--- src/rtl/pattern_det_pkg.sv ---
`default_nettype none
// +------------------------------------------------------------------+
// | pattern_det_pkg : shared types and helpers for pattern detectors |
// | Revision: 1.0                                                    |
// +------------------------------------------------------------------+
package pattern_det_pkg;

   localparam int PAT_W_DEF = 8;
   localparam int CNT_W_DEF = 16;
   // Widest pattern any detector built on these helpers may use.
   localparam int PAT_W_MAX = 32;

   typedef logic [$clog2(PAT_W_DEF+1)-1:0] len_t;
   typedef logic [CNT_W_DEF-1:0]           cnt_t;

   function automatic logic [PAT_W_MAX-1:0] len_mask(input int len);
      logic [PAT_W_MAX-1:0] m;
      m = '0;
      for (int i = 0; i < PAT_W_MAX; i++) begin
         if (i < len) m[i] = 1'b1;
      end
      return m;
   endfunction

   // Out-of-range lengths fall back to the full pattern width.
   function automatic int len_sanitize(input int len, input int pat_w);
      return (len < 1 || len > pat_w) ? pat_w : len;
   endfunction

endpackage
`default_nettype wire

--- src/rtl/sat_counter.sv ---
`default_nettype none
// +------------------------------------------------------------------+
// | sat_counter : saturating up-counter, clear+inc in a cycle gives 1 |
// | Revision: 1.0                                                    |
// +------------------------------------------------------------------+
module sat_counter #(
   parameter int W = 16
) (
   input  logic         clk,
   input  logic         rst,
   input  logic         inc,
   input  logic         clr,
   output logic [W-1:0] cnt_o
);

   logic [W-1:0] cnt_q;
   logic [W-1:0] cnt_d;

   always_comb begin
      cnt_d = cnt_q;
      if (clr) begin
         cnt_d = inc ? W'(1) : '0;
      end else if (inc && (cnt_q != '1)) begin
         cnt_d = cnt_q + W'(1);
      end
   end

   always_ff @(posedge clk or posedge rst) begin
      if (rst) cnt_q <= '0;
      else     cnt_q <= cnt_d;
   end

   assign cnt_o = cnt_q;

endmodule
`default_nettype wire

--- src/rtl/pattern_det_cfg.sv ---
`default_nettype none
// +------------------------------------------------------------------+
// | pattern_det_cfg : runtime-loadable serial pattern detector       |
// | Revision: 1.0                                                    |
// +------------------------------------------------------------------+
module pattern_det_cfg
   import pattern_det_pkg::*;
#(
   parameter int               PAT_W   = 8,
   parameter int               CNT_W   = 16,
   parameter logic [PAT_W-1:0] PAT_RST = 8'b0001_0110
) (
   input  logic                       clk,
   input  logic                       rst,
   input  logic                       d_i,
   input  logic                       valid_i,
   input  logic                       pat_load_i,
   input  logic [PAT_W-1:0]           pat_i,
   input  logic [$clog2(PAT_W+1)-1:0] len_i,
   input  logic                       overlap_i,
   input  logic                       cnt_clr_i,
   output logic                       pattern,
   output logic                       pattern_q,
   output logic [CNT_W-1:0]           match_cnt_o
);

   localparam int LEN_W = $clog2(PAT_W+1);

   logic [PAT_W-1:0] pat_q,  pat_d;
   logic [LEN_W-1:0] len_q,  len_d;
   logic [LEN_W-1:0] fill_q, fill_d;
   logic [PAT_W-2:0] hist_q, hist_d;
   logic             ovl_q,  ovl_d;

   logic [PAT_W-1:0]     cmp;
   logic [PAT_W_MAX-1:0] diff;
   logic                 fill_ok;
   logic                 match;

   always_comb begin
      cmp     = {hist_q, d_i};
      diff    = PAT_W_MAX'(cmp ^ pat_q) & len_mask(int'(len_q));
      fill_ok = (fill_q >= (len_q - LEN_W'(1)));
      match   = valid_i & ~pat_load_i & fill_ok & (diff == '0);

      pat_d  = pat_q;
      len_d  = len_q;
      ovl_d  = ovl_q;
      hist_d = hist_q;
      fill_d = fill_q;

      if (pat_load_i) begin
         pat_d  = pat_i;
         len_d  = LEN_W'(len_sanitize(int'(len_i), PAT_W));
         ovl_d  = overlap_i;
         hist_d = '0;
         fill_d = '0;
      end else if (valid_i) begin
         hist_d = cmp[PAT_W-2:0];
         // Non-overlap restarts the fill; stale history bits are masked by fill_ok.
         if (match && !ovl_q) begin
            fill_d = '0;
         end else if (fill_q < LEN_W'(PAT_W-1)) begin
            fill_d = fill_q + LEN_W'(1);
         end
      end
   end

   assign pattern = match;

   always_ff @(posedge clk or posedge rst) begin
      if (rst) begin
         pat_q     <= PAT_RST;
         len_q     <= LEN_W'(PAT_W);
         ovl_q     <= 1'b1;
         hist_q    <= '0;
         fill_q    <= '0;
         pattern_q <= 1'b0;
      end else begin
         pat_q     <= pat_d;
         len_q     <= len_d;
         ovl_q     <= ovl_d;
         hist_q    <= hist_d;
         fill_q    <= fill_d;
         pattern_q <= match;
      end
   end

   sat_counter #(
      .W (CNT_W)
   ) u_match_cnt (
      .clk   (clk),
      .rst   (rst),
      .inc   (match),
      .clr   (cnt_clr_i),
      .cnt_o (match_cnt_o)
   );

endmodule
`default_nettype wire

--- config.mk ---
export PLATFORM = sky130hd
export DESIGN_NAME = pattern_det_cfg
export DESIGN_NICKNAME = d
export VERILOG_FILES = /design/src/rtl/pattern_det_pkg.sv /design/src/rtl/sat_counter.sv /design/src/rtl/pattern_det_cfg.sv
export SDC_FILE = /design/constraint.sdc
export NUM_CORES = 1
export LEC_CHECK = 0
export ABC_AREA = 1
export BUFFER_PORTS_ARGS = -buffer_cell sky130_fd_sc_hd__buf_2
export CORE_MARGIN = 2
export CORE_UTILIZATION = 23
export CTS_CLUSTER_DIAMETER = 50
export CTS_CLUSTER_SIZE = 24
export DETAILED_ROUTE_END_ITERATION = 12
export PLACE_DENSITY_LB_ADDON = 0.2
export SYNTH_ARGS = -nofsm -noshare
export SYNTH_HDL_FRONTEND = slang
export SYNTH_SLANG_ARGS = --single-unit
export TNS_END_PERCENT = 50
--- constraint.sdc ---
create_clock -name clk -period 3.1 [get_ports clk]
set_input_delay 0.31 -clock clk [delete_from_list [all_inputs] [get_ports clk]]
set_output_delay 0.31 -clock clk [all_outputs]
set_load 0.01 [all_outputs]
==> metrics.md <==
| Metric | Value |
|---|---|
| Status | `finished clean` |
| Synth warnings | `0` |
| Final setup fails | `0` |
| Drt pass-1 iters | `4` |
| Vias/cell | `4.19` |
| Worst-path maximum fanout | `4` |
| Tot GR Track Use | `0.110` |
| # nets final | `383` |
| Drc violations | `0` |
| GRT Residual Overflow | `0` |
| Die width | `107 um` |
| DR vias | `2063` |
| Inserted Diodes | `0` |
| Initial Util | `0.236` |
| GPL Wtd Cong | `0.839` |
| Layout Area Growth over Synthesis | `18.9%` |
| Share of the synthesized area in the top cell type | `0.371` |
| Tot Pwr | `1.31 mW` |
| Starting DRT DRC Count | `59` |
| Hpwl dp | `4270 um` |
| Initial antenna violation count | `0` |
| Largest net degree at the start of global routing | `42` |
| Max-Cap Viols | `0` |
| Async SR Flop Fraction | `1.00` |
| Mapped Cells | `317` |
| Peak VDD IR | `0.000259 V` |
| Synth area leader | `dfrtp_1` |
| Peak Freq | `406 MHz` |
| # port buffers | `36` |
| Clock sinks | `41` |
| Register bit total from synthesis | `41` |
| Uppermost layer routed | `met4` |
| Worst Hold Class | `input pin to async pin` |
| Vias in the first global route | `2085` |
| Clock Skew | `0.0115 ns` |
| Cell Area, Synth | `2430 um2` |
| CTS Buf Count | `5` |
| WL met1 | `2820 um` |
| Critical Path RT | `2.79 ns` |
| Final Util | `0.281` |
| Hold-fix buffers, CTS | `0` |
| Mapped Nets | `345` |
| Final Hold Violating Endpoints | `0` |
| Power Density | `453 nW/um2` |
| Antenna viol nets, final | `0` |
| Largest cells by area after synthesis | `dfrtp_1 37%, nand2_1 15%, dfstp_2 5.4%` |
| Share of cells above drive strength 1 | `0.225` |
| Post-CTS Setup Bufs | `0` |
| Worst setup SP type | `flop` |
| RSZ-0062 raised after global routing | `no` |
| Crit path kind | `flop to primary output` |
| Clk Latency, worst-skew pair | `0.30 ns` |
| WL met2 | `2690 um` |
| DIE AREA | `11400 um2` |
| Period minus WS final | `2.46 ns` |
| DR WL/cell | `11.9 um` |
| Depth of the CTS H-tree | `2` |
| Clk slew on worst S/H paths | `0.09 ns` |
| Post-synthesis sequential area ratio | `0.425` |
| Met3 wire length | `236 um` |
| CTS tree | `yes` |
| Core ar. | `10300 um2` |
| Max-slew violations | `0` |
| CTS Buffer Depth | `2` |
| Average size of a mapped cell | `7.66 um2` |
| Post-synth EDFFs | `0` |
| Num rows | `37` |
| Leakage Power | `1.50 nW` |
| # fillers | `1136` |
| Post-route clock period utilization | `0.794` |
| Critical path capture point type | `primary output` |
| Slew headroom | `0.620` |
| Worst Tran Pin Value | `0.570 ns` |
| Setup TNS | `0 ns` |
| Root buf cell | `clkbuf_8` |
| Yosys cell types | `31` |
| Arr. time, crit path | `2.15 ns` |
| Post-synth top flop | `dfrtp_1` |
| Ports | `37` |
| Die Y-Extent | `107 um` |
| Post-CTS sizing | `0` |
| Post-Route WL | `5840 um` |
| Global-route wire length before repair | `10000 um` |
## state kept, by name (all words and copies together), names as in the netlist
register / cells
fill_q: 4
pattern_q: 1
len_q: 4
u_match_cnt.cnt_o: 16
ovl_q: 1
hist_q: 7
pat_q: 8
## cells by family (layout without fill, tap and decap cells)
logic type	after synthesis	after routing	share of synthesized area
adder cells (fa/ha/maj)	9	9	0.0464
flip-flops	41	41	0.425
XOR/XNOR	15	15	0.0541
AND/OR/NAND/NOR	167	167	0.301
buffers and inverters	50	89	0.0835
AO/OA/AOI/OAI	35	35	0.0896
## cells in the mapped netlist, types with 2 or more instances
master and instances:
o21ai_2 6, nor2_1 27, dfstp_2 5, nor3_1 2, o21ai_0 13, o21ai_1 3, xor2_1 13, a21oi_1 3
inv_1 35, nand2_2 8, xnor2_1 2, nand3_1 22, dfrtp_1 36, nor3b_1 2, o22ai_1 7, clkbuf_1 4
buf_6 2, ha_1 9, nand2_1 98, inv_2 9
## path summary, 6_finish.rpt
| kind | start | depth (start not counted) | slack (ns) | end |
|---|---|---|---|---|
| worst max-delay path | len_q[0] | 12 | 0.64 | pattern |
| worst min register to register | pat_q[2] | 2 | 0.51 | pat_q[2] |
| worst max register to register | len_q[0] | 16 | 0.65 | u_match_cnt.cnt_o[13] |
| worst min-delay path | rst | 3 | 0.14 | pat_q[5] |
| max in group asynchronous | rst | 3 | 2.57 | u_match_cnt.cnt_o[13] |
| min in group clk | pat_i[5] | 3 | 0.22 | pat_q[5] |
## area by class of cell
cell class | instances | area, um2 | share of cell area
inverters | 44 | 165 | 0.0572
well taps | 136 | 170 | 0.0590
flip-flops and latches | 41 | 1030 | 0.358
repair buffers | 37 | 188 | 0.0650
clock buffers | 5 | 68.8 | 0.0238
multi-input cells | 226 | 1190 | 0.414
clock inverters | 3 | 68.8 | 0.0238
## cells in the final DEF (no fill, tap or decap), types with 2 or more instances in the layout
master	netlist	final
bufinv_16	0	2
inv_1	35	34
ha_1	9	9
xor2_1	13	13
a21oi_1	3	3
dfstp_2	5	5
clkbuf_8	0	5
nand2_2	8	8
o22ai_1	7	7
nand2_1	98	98
o21ai_1	3	3
dfrtp_1	36	36
xnor2_1	2	2
inv_2	9	9
nor3_1	2	2
nor2_1	27	27
nor3b_1	2	2
nand3_1	22	22
buf_2	0	36
o21ai_2	6	6
o21ai_0	13	13
## routing by layer
layer | vias up | track usage
li1 | 1065 | -
met1 | 947 | 0.146
met2 | 43 | 0.180
met3 | 8 | 0.0267
met4 | 0 | 0.0315
met5 | - | 0
## through the flow
step	hold WS, ns	worst slack, ns	instances	cell area (um2)
final	0.138	0.639	492	2890
after global routing	0.190	0.358	492	2890
after CTS	0.156	0.604	492	2890
after detailed placement	0.494	0.641	484	2750
after global placement	0.483	0.681	484	2750
after floorplan	0.384	1.01	317	2430
## power by group
part | total, mW | switching (mW) | internal, mW | leakage [nW]
Clock | 0.529 | 0.205 | 0.324 | 0.0687
Sequential | 0.593 | 0.0261 | 0.567 | 0.538
Combinational | 0.186 | 0.118 | 0.0682 | 0.895
Total | 1.31 | 0.349 | 0.959 | 1.50
## critical path, cell delays in order (launching register included)
cell,delay (ns)
dfrtp_1,0.41
inv_1,0.13
ha_1,0.23
xnor2_1,0.15
ha_1,0.25
nand2_1,0.08
inv_1,0.04
nand2_1,0.05
nand2_1,0.05
nor2_1,0.08
nor2_1,0.06
and2_2,0.19
buf_2,0.15
Power figures use the tool's default switching activity.
